## src/rtl/ethmacfilt.sv

```systemverilog
// Receive-path destination-address filter: station, broadcast, multicast and
// promiscuous checks, then a one-entry-per-cycle scan of a loadable address table.
module ethmacfilt #(
    parameter int NADDR = 14,
    parameter int IDXW  = 4
) (
    input  logic            clk,
    input  logic            clr,
    input  logic [47:0]     mac_data,
    input  logic            mac_rdy,
    input  logic [47:0]     mymac,
    input  logic            promisc,
    input  logic            allmulti,
    input  logic            bcast_en,
    input  logic            tbl_we,
    input  logic [IDXW-1:0] tbl_addr,
    input  logic [47:0]     tbl_data,
    input  logic            tbl_clr,
    output logic            cmp_done,
    output logic            cmp_res,
    output logic [2:0]      match_type,
    output logic [IDXW-1:0] match_idx
);

    typedef enum logic [2:0] {
        S_IDLE,
        S_LATCH,
        S_CHECK,
        S_SCAN,
        S_DONE
    } state_t;

    localparam logic [2:0]      MT_NONE  = 3'd0;
    localparam logic [2:0]      MT_OWN   = 3'd1;
    localparam logic [2:0]      MT_BCAST = 3'd2;
    localparam logic [2:0]      MT_MCAST = 3'd3;
    localparam logic [2:0]      MT_TABLE = 3'd4;
    localparam logic [2:0]      MT_PROM  = 3'd5;
    localparam logic [IDXW-1:0] LAST_IDX = IDXW'(NADDR - 1);

    state_t            state_q;
    logic              rdy_prev_q;
    logic [47:0]       addr_q;
    logic              is_bcast_q;
    logic              is_mcast_q;
    logic [IDXW-1:0]   idx_q;
    logic              cmp_done_q;
    logic              cmp_res_q;
    logic [2:0]        match_type_q;
    logic [IDXW-1:0]   match_idx_q;

    logic [NADDR-1:0]  valid_q;
    logic [47:0]       tbl_q [NADDR];

    logic              rise_d;
    logic              tbl_wr_d;
    logic [NADDR-1:0]  hit_vec;
    logic              entry_hit_d;

    assign rise_d   = mac_rdy & ~rdy_prev_q;
    // A clear in the same cycle as a write discards the write.
    assign tbl_wr_d = tbl_we & ~tbl_clr & (32'(tbl_addr) < NADDR);

    always_ff @(posedge clk or posedge clr) begin
        if (clr) begin
            valid_q <= '0;
        end else if (tbl_clr) begin
            valid_q <= '0;
        end else if (tbl_wr_d) begin
            valid_q[tbl_addr] <= 1'b1;
        end
    end

    // Address storage carries no reset; the valid bits alone gate a match.
    always_ff @(posedge clk) begin
        if (tbl_wr_d) begin
            tbl_q[tbl_addr] <= tbl_data;
        end
    end

    for (genvar gi = 0; gi < NADDR; gi++) begin : g_cmp
        assign hit_vec[gi] = valid_q[gi] && (tbl_q[gi] == addr_q);
    end

    assign entry_hit_d = hit_vec[idx_q];

    always_ff @(posedge clk or posedge clr) begin
        if (clr) begin
            state_q      <= S_IDLE;
            rdy_prev_q   <= 1'b0;
            addr_q       <= '0;
            is_bcast_q   <= 1'b0;
            is_mcast_q   <= 1'b0;
            idx_q        <= '0;
            cmp_done_q   <= 1'b0;
            cmp_res_q    <= 1'b0;
            match_type_q <= MT_NONE;
            match_idx_q  <= '0;
        end else begin
            rdy_prev_q <= mac_rdy;
            case (state_q)
                S_IDLE: begin
                    cmp_done_q   <= 1'b0;
                    cmp_res_q    <= 1'b0;
                    match_type_q <= MT_NONE;
                    match_idx_q  <= '0;
                    if (rise_d) begin
                        addr_q  <= mac_data;
                        state_q <= S_LATCH;
                    end
                end
                S_LATCH: begin
                    // Pre-classify the address so CHECK only has to weigh mode bits.
                    if (!mac_rdy) begin
                        state_q <= S_IDLE;
                    end else begin
                        is_bcast_q <= &addr_q;
                        is_mcast_q <= addr_q[0];
                        state_q    <= S_CHECK;
                    end
                end
                S_CHECK: begin
                    if (!mac_rdy) begin
                        state_q <= S_IDLE;
                    end else if (promisc) begin
                        cmp_done_q   <= 1'b1;
                        cmp_res_q    <= 1'b1;
                        match_type_q <= MT_PROM;
                        state_q      <= S_DONE;
                    end else if (addr_q == mymac) begin
                        cmp_done_q   <= 1'b1;
                        cmp_res_q    <= 1'b1;
                        match_type_q <= MT_OWN;
                        state_q      <= S_DONE;
                    end else if (is_bcast_q && bcast_en) begin
                        cmp_done_q   <= 1'b1;
                        cmp_res_q    <= 1'b1;
                        match_type_q <= MT_BCAST;
                        state_q      <= S_DONE;
                    end else if (is_mcast_q && allmulti && !is_bcast_q) begin
                        cmp_done_q   <= 1'b1;
                        cmp_res_q    <= 1'b1;
                        match_type_q <= MT_MCAST;
                        state_q      <= S_DONE;
                    end else begin
                        idx_q   <= '0;
                        state_q <= S_SCAN;
                    end
                end
                S_SCAN: begin
                    if (!mac_rdy) begin
                        state_q <= S_IDLE;
                    end else if (entry_hit_d) begin
                        cmp_done_q   <= 1'b1;
                        cmp_res_q    <= 1'b1;
                        match_type_q <= MT_TABLE;
                        match_idx_q  <= idx_q;
                        state_q      <= S_DONE;
                    end else if (idx_q == LAST_IDX) begin
                        cmp_done_q   <= 1'b1;
                        cmp_res_q    <= 1'b0;
                        match_type_q <= MT_NONE;
                        state_q      <= S_DONE;
                    end else begin
                        idx_q <= idx_q + IDXW'(1);
                    end
                end
                S_DONE: begin
                    if (!mac_rdy) begin
                        cmp_done_q   <= 1'b0;
                        cmp_res_q    <= 1'b0;
                        match_type_q <= MT_NONE;
                        match_idx_q  <= '0;
                        state_q      <= S_IDLE;
                    end
                end
                default: state_q <= S_IDLE;
            endcase
        end
    end

    assign cmp_done   = cmp_done_q;
    assign cmp_res    = cmp_res_q;
    assign match_type = match_type_q;
    assign match_idx  = match_idx_q;

endmodule

```

## config.mk

```make
export PLATFORM = sky130hd
export DESIGN_NAME = ethmacfilt
export DESIGN_NICKNAME = d
export VERILOG_FILES = /design/src/rtl/ethmacfilt.sv
export SDC_FILE = /design/constraint.sdc
export NUM_CORES = 1
export LEC_CHECK = 0
export CAP_MARGIN = 0
export CORE_MARGIN = 2
export CORE_UTILIZATION = 30
export CTS_CLUSTER_DIAMETER = 40
export CTS_CLUSTER_SIZE = 40
export DETAILED_ROUTE_END_ITERATION = 8
export RECOVER_POWER = 50
export SLEW_MARGIN = 10
export SYNTH_ARGS = -nofsm -noshare
export SYNTH_HDL_FRONTEND = slang
export SYNTH_SLANG_ARGS = --single-unit
```

## constraint.sdc

```tcl
create_clock -name clk -period 4.1 [get_ports clk]
set_input_delay 0.82 -clock clk [delete_from_list [all_inputs] [get_ports clk]]
set_output_delay 0.82 -clock clk [all_outputs]
set_load 0.1 [all_outputs]
```

# == Word level (Yosys, flattened, before mapping) ==
# Memory sizes are Yosys's and may differ from the RTL's.
# Index checks and enable logic that the tools add are counted.
# word_totals
ff_bits,81
ramBits,672
in_bits,156
output_inout_bits,9
word_cells,144
memories,1
# memory_table
memory,words,word_bits,read_ports,rd_ports_with_merged_regs,write_ports,line,rtl
tbl_q,14,48,14,0,1,53,logic [47:0] tbl_q [NADDR];
# op_classes
add_sub_neg,1
n_lt_le_gt_ge,4
eq_ne,34
n_mux,56
bitwise,6
n_reduce_logical,31
# ops
operator,n
$eq A48 B48 Y1,15
$mux W3,18
$reduce_and A48 Y1,1
$mux W4,11
$mux W14,2
$ne A2 B2 Y1 const B,11
$logic_and A1 B1 Y1,18
$mux W1,16
$pmux W3 S5,1
$or A14 B14 Y14,1
$pmux W3 S4,1
$pmux W4 S3,1
$lt A4 B5 Y1 const B,2
$reduce_and A9 Y1,1
$pmux W1 S4,2
$pmux W4 S2,1
$eq A3 B2 Y1 const B,2
$reduce_and A6 Y1,1
$ne A5 B5 Y1 const B,1
$add A4 B1 Y4 const B,1
$bmux W1 S4,1
$demux W1 S4,1
$eq A4 B4 Y1 const B,1
$ge A4 B1 Y1 const B,1
other kinds (16),21

# == Longest topological paths before layout ==
# Gate-level depths: netlist of run 1.
# depth
ltp_word,8
depth_mapped,12
depth_no_buf,9

# == Worst setup path before layout of run 1 ==
# OpenSTA, ideal clock, no wires.
# synth_timing
kind,input to register
from,input tbl_clr
to,memory tbl_q[0][0] (enable)
setup_ns,0.516
arrival_ns,4.651
required_ns,3.584
setup_slack_ns,-1.067
path_stages,3
n_path_buf,0
cell_sequence,nand2b_1 > or3_1 > nor3_1
# synth_via
elab_chain_len,5
# synth_lines
element,line,rtl
"start, declared",18,"input logic tbl_clr,"
$not A1 Y1,62,assign tbl_wr_d = tbl_we & ~tbl_clr & (32'(tbl_addr) < NADDR);
$and A1 B1 Y1 (2 in series),62,
$mux W1,76,if (tbl_wr_d) begin
$mux W1 (not written as such),77,tbl_q[tbl_addr] <= tbl_data;
"end, declared",53,
# No other way between the ends.

# == Final worst setup path of run 1 ==
# layout_timing
from,register addr_q[46]
to,"register match_idx_q[0], in the netlist match_idx[0]"
# layout_via
elab_chain_len,6
elab_cells_between_ends,32
classes_between,eq/ne: 15; mux: 2; reduce/logical: 15
# layout_lines
element,line,rtl
"start, declared",43,logic [47:0] addr_q;
"start signal, assigned",108,addr_q <= mac_data;
$eq A48 B48 Y1,82,assign hit_vec[gi] = valid_q[gi] && (tbl_q[gi] == addr_q);
$logic_and A1 B1 Y1,82,
$bmux W1 S4 *,85,assign entry_hit_d = hit_vec[idx_q];
$mux W1 (not written as such) *,85,
$ne A2 B2 Y1 (no source line) *,--,
$reduce_and A4 Y1 (no source line) *,--,
"end signal, assigned",157,match_idx_q <= idx_q;
"end, declared",50,logic [IDXW-1:0] match_idx_q;
# Every way passes the cells marked *; elsewhere a longest branch is shown, timed or not. The select of a mux whose other input is x is not followed.
# A chain may end at the register's enable or synchronous reset.

==> results.cfg, run 1 <==
[cts]
cts_tree = done
root_buffer = clkbuf_16
cts_made_buffers = 113
h-tree-depth = 3
clock_latency_ns = 0.69
postCtsSetupBuffers = 0
cts_sinks = 753
cts_max_path_buffers = 3
cts_hold_buffers = 0
clk_pin_slew_ns = 0.06

[route]
wl_met3_um = 15400
drtIter0Drc = 3303
via_per_inst = 5.396
num_vias = 21700
routed_wl_um = 128700
highest_layer = met5
wl_met2_um = 57930
wl_met1_um = 49000
ant_nets = 0
drtPass1Iterations = 5
drc_errors = 0
avgRoutedWirePerCell_um = 32.01

[setup_path]
reg2reg_depth = 9
crit_fanout = 10
path_class = flip-flop to flip-flop
arrival_ns = 4.61
start_kind = flip-flop
reg2reg_to = match_idx[0]
rr_startpoint = addr_q[46]
end_kind = flip-flop
cp.required_ns = 4.65
startpoint = addr_q[46]
crit_end = match_idx[0]
reg2reg_setup_slack_ns = 0.05

[die]
ioPinCount = 165
row_count = 120
coreArea_sq_um = 107400
die_w_um = 333.3
dieArea_sq_um = 111100
initial_core_util_pct = 30.30
die_height_um = 333.3

[placed_design]
place_congestion = 0.9387
portBuffers = 164
placed_cells = 3805
dp_hpwl_um = 83590

[synthesis]
ys_types = 65
synth.net_count = 2345
synthCells = 2187
ys_seq_area_share_pct = 68.26
netlist_area_sq_um = 32530
yosys_warnings = 0
syn-mean-instance-area_sq_um = 14.87
ys_async_sr_fraction_pct = 10.76
synth_ff_type = edfxtp_1
synth_edf_count = 672
synth-seq-cells = 753

[power]
cellLeakagePower_nw = 13.74
total_power_w = 0.02312
power_density_nw_per_um2 = 564.1
vdd_drop_max_uv = 334.3

[grt]
grt.overflow.total = 0
grt_pass1_wl_um = 174900
grt_pass1_vias = 21460
antenna_found_initial = 27
grt_usage_pct = 22.78
grt_max_degree = 50

[status]
violations = capacitance limit, slew limit
status = finished with violations

[sta]
worstMarginPinSlew_ns = 2.052
hold_violations = 0
setup_viol = 0
min_period_over_period_pct = 98.89
rsz0062_at_grt = no
fmax_ghz = 0.2466
fin_crit_ns = 4.054
report.final.slew_viol_count = 370
max_slew_margin_pct = -37.54
skew_ns = 0.02051

[finish]
fin_cells = 4022
drive_gt1_share_pct = 15.44
area_growth_pct = 25.99
post-route-util_pct = 38.18
layout.nets = 2675

[run]
cap_violations = 21

[worst_hold_path]
hp-class = flip-flop to flip-flop
## layer usage
metal,up-vias,track usage (%)
li1,8713,-
met1,11070,30.19
met2,1598,35.59
met3,306,5.593
met4,12,9.570
met5,-,0
## worst max-delay path: stages (launching register included)
cell	delay, ns
dfrtp_1	0.87
inv_1	0.26
a22o_1	0.27
a2111oi_0	0.40
nand4_1	0.42
o32ai_1	0.77
a32oi_1	0.18
and4_4	0.24
o211a_1	0.24
a221o_1	0.25
## sequential cells by signal (all words and copies together), names as in the netlist, 3 cells and up
name	cells
addr_q	48
idx_q	4
match_idx	4
match_type	3
state_q	3
tbl_q	672
valid_q	14
## logic make-up after synthesis
group | Yosys count | share of synthesized area, %
simple gates | 445 | 7.573
fa+ha+maj | 2 | 0.07691
compound gates | 162 | 3.977
buf+inv | 181 | 2.573
xor+xnor | 618 | 16.64
flops | 753 | 68.26
mux | 26 | 0.8962
## layout make-up
cell class                 count  area (sq um)
fill                        9868         66370
sequential                   753         22210
multi-input combinational   1253          9618
timing repair buffer         329          3084
clock buffer                 121          2900
tap                         1403          1755
clock inverter                94          1159
inverter                      67         255.2
antenna                        2         5.005
## cells in the mapped netlist, types with 5 or more instances
library cell / n / area (sq um)
nor2_1: 65 / 244.0
nand2_1: 53 / 198.9
dfrtp_1: 81 / 2027
nand2b_1: 42 / 262.8
clkbuf_1: 19 / 71.32
nor3_1: 19 / 95.09
o21ai_0: 28 / 140.1
o2111ai_1: 12 / 105.1
nand3_1: 19 / 95.09
buf_4: 7 / 52.55
a21oi_1: 5 / 25.02
a2111oi_0: 13 / 113.9
o2111a_1: 5 / 56.30
a221o_1: 12 / 120.1
mux2_2: 25 / 281.5
a221oi_1: 6 / 52.55
nand4_1: 108 / 675.7
edfxtp_1: 672 / 20180
o22ai_1: 17 / 106.4
o211ai_1: 5 / 37.54
nor4_1: 84 / 525.5
or4_1: 5 / 37.54
buf_2: 85 / 425.4
inv_1: 62 / 232.7
xor2_1: 295 / 2584
o221ai_1: 7 / 61.31
xnor2_1: 323 / 2829
nor2b_1: 36 / 225.2
a2111o_1: 7 / 78.83
a22o_1: 6 / 52.55
o32ai_1: 6 / 52.55
## what timing repair did
| action | in CTS | in global routing |
|---|---|---|
| gates resized for setup | 0 | 1 |
| hold endpoints to repair | 0 | 0 |
| setup endpoints to repair | 0 | 2 |
## metrics by stage
| stage | cell area, sq um | hold WS (ns) | setup slack [ns] | setup TNS (ns) |
|---|---|---|---|---|
| 2_1_floorplan | 32550 | 0.4583 | 0.2557 | 0 |
| 3_3_place_gp | 37020 | 0.4782 | -0.1079 | -0.1961 |
| 3_5_place_dp | 37000 | 0.4909 | -0.1320 | -0.2713 |
| 4_1_cts | 41060 | 0.5026 | 0.1002 | 0 |
| 5_1_grt | 40980 | 0.5289 | 0.03491 | 0 |
| 6_report | 40980 | 0.4999 | 0.04557 | 0 |
## worst min-delay path by stage
stage                     startpoint    endpoint  slack [ns]  depth (start not counted)
after floorplan           valid_q[4]  valid_q[4]        0.46                          2
after global placement    valid_q[4]  valid_q[4]        0.48                          2
after detailed placement  valid_q[4]  valid_q[4]        0.49                          2
after CTS                 valid_q[4]  valid_q[4]        0.50                          2
after global routing      is_mcast_q  is_mcast_q        0.53                          1
final                     valid_q[4]  valid_q[4]        0.50                          2
## power breakdown
group | internal (W) | switching, W
sequential | 0.00857 | 0.000401
clock | 0.00638 | 0.00386
combinational | 0.00141 | 0.00251
## placed cells by master (no fill, tap or decap), drive strengths merged, types with 36 or more instances in the layout
cell / count
nand2b: 42
dlygate4sd3: 46
xnor2: 323
dfrtp: 81
nand4: 108
inv: 97
clkbuf: 143
xor2: 295
clkdlybuf4s50: 112
buf: 149
nand2: 53
nor2b: 36
nor2: 65
nor4: 84
edfxtp: 672
Note: power is estimated with default switching activity, not from simulation.
==> inputs of run 2 (changes only) <==
- CAP_MARGIN: 0 -> default
- GPL_TIMING_DRIVEN: default -> 0
==> results.cfg, run 2 (same netlist as run 1, synthesis figures left out) <==
[sta]
hold_ws_ns = 0.5000
skew_ns = 0.04097
min_period_over_period_pct = 103.5
fin_crit_ns = 4.242
report.final.slew_viol_count = 330
layout_setup_ws_ns = -0.1421
fmax_ghz = 0.2357
worstMarginPinSlew_ns = 2.263
setup_viol = 6
max_slew_margin_pct = -50.87
hold_violations = 0

[grt]
grt_pass1_vias = 19990
grt_usage_pct = 22.37
grt.overflow.total = 0
grt_pass1_wl_um = 169200
antenna_found_initial = 25
grt_max_degree = 71

[route]
avgRoutedWirePerCell_um = 32.04
num_vias = 21300
drtIter0Drc = 3491
drtPass1Iterations = 5
routed_wl_um = 126900
ant_nets = 0
drc_errors = 0
via_per_inst = 5.377

[finish]
drive_gt1_share_pct = 13.74
layout.nets = 2632
largest_reg_flops = 672
final_cell_mix = edfxtp_1 (672), xnor2_1 (323), xor2_1 (295), clkdlybuf4s50_1 (113), nand4_1 (108)
area_growth_pct = 23.15
mostFrequentLayoutCell = edfxtp_1
reg.largest.list = tbl_q (672), addr_q (48), valid_q (14)
regMostFlops = tbl_q
post-route-util_pct = 37.32

[die]
die_w_um = 333.3
die_height_um = 333.3
coreArea_sq_um = 107400
ioPinCount = 165
row_count = 120
initial_core_util_pct = 30.30
dieArea_sq_um = 111100

[setup_path]
cp.required_ns = 4.64
reg2reg_depth = 11
start_kind = flip-flop
startpoint = addr_q[6]
path_class = flip-flop to flip-flop
reg2reg_setup_slack_ns = -0.14
reg2reg_to = match_idx[3]
end_kind = flip-flop
arrival_ns = 4.78
crit_fanout = 10
rr_startpoint = addr_q[6]

[cts]
postCtsSetupBuffers = 0
clock_latency_ns = 0.68
cts_tree = done
cts_sinks = 753
cts_max_path_buffers = 3
h-tree-depth = 3
clk_pin_slew_ns = 0.06
cts_made_buffers = 96
root_buffer = clkbuf_16

[worst_hold_path]
hold_end = valid_q[1]
whs_path_depth = 2
hp-start = valid_q[1]
hp-class = flip-flop to flip-flop

[power]
cellLeakagePower_nw = 13.25
vdd_drop_max_uv = 349.9
total_power_w = 0.02176
p_sw_share_pct = 29.96
intPower_w = 0.01524
combPwrFrac_pct = 18.7
clkPwrFrac_pct = 41.4
switchingPower_w = 0.006520
pwr-share-seq_pct = 39.9
power_density_nw_per_um2 = 543.2

[run]
cap_violations = 18

[placed_design]
portBuffers = 164
place_congestion = 0.9139
dp_hpwl_um = 82860

[status]
violations = capacitance limit, slew limit, setup timing
status = finished with violations
-- run 2: changes by cell type in the layout (fill, tap and decap cells not counted), sizes merged --
cell,previous run,this run
clkinv,28,32
clkinvlp,18,7
clkdlybuf4s50,112,113
clkbuf,143,156
buf,149,111
diode,2,4
dlygate4sd3,46,34
bufinv,18,14
inv,97,81
-- run 2: timing repair --
item | 4_1_cts | 5_1_grt
gates resized for setup | 29 | 14
setup endpoints to repair | 16 | 9
hold buffers | 0 | 0
pin swaps | 0 | 1
-- run 2: power groups by stage --
stage | Sequential [W] | Clock (W) | Combinational, W
2_1_floorplan | 0.00879 | 0 | 0.00213
3_3_place_gp | 0.00882 | 0 | 0.00393
3_5_place_dp | 0.00882 | 0 | 0.00397
4_1_cts | 0.00867 | 0.00902 | 0.00401
5_1_grt | 0.00870 | 0.00934 | 0.00418
6_report | 0.00869 | 0.00900 | 0.00407
-- run 2: per-stage QoR --
step	TNS, ns	setup WS, ns	cell area (sq um)	cells
after global placement	-1326.50	-2.105	35950	3754
after floorplan	0	0.2557	32550	2187
after detailed placement	-9.380	-0.7915	36520	3781
after global routing	-0.006898	-0.006898	40050	3957
final	-0.5237	-0.1421	40060	3961
after CTS	0	0.007888	40060	3958
-- run 2: routing by layer --
layer  vias to the layer above  GRT usage, %  wire length [um]
li1                       8634             -                 -
met1                     10940         30.54             50700
met2                      1461         34.84             56600
met3                       264         5.338             14330
met4                         4         7.596              5263
met5                         -             0                18
-- run 2: worst max-delay path: stages (launching register included) --
cell and delay (ns):
dfrtp_1 0.31, buf_2 0.24, buf_2 0.53, inv_2 0.30
a2111oi_0 0.97, nand4_1 0.32, o32ai_4 0.36, a32oi_1 0.20
and4_4 0.23, buf_6 0.14, o211a_1 0.22, a221o_1 0.27
-- run 2: area by class of cell --
type | instances | area [sq um]
antenna | 4 | 10.01
buffer | 112 | 643.1
clock buffer | 111 | 2530
clock inverter | 67 | 903.4
fill | 10050 | 67290
inverter | 67 | 259.0
multi-input combinational | 1253 | 9716
sequential | 753 | 22210
tap | 1403 | 1755
timing repair buffer | 191 | 2038
-- run 2: worst max-delay path by stage --
stage	endpoint	slack [ns]
finish	match_idx[3]	-0.14
global route	match_idx[3]	-0.007
CTS	match_idx[3]	0.008
detailed placement	match_idx[3]	-0.79
global placement	tbl_q[11][17]	-2.10
floorplan	tbl_q[1][0]	0.26
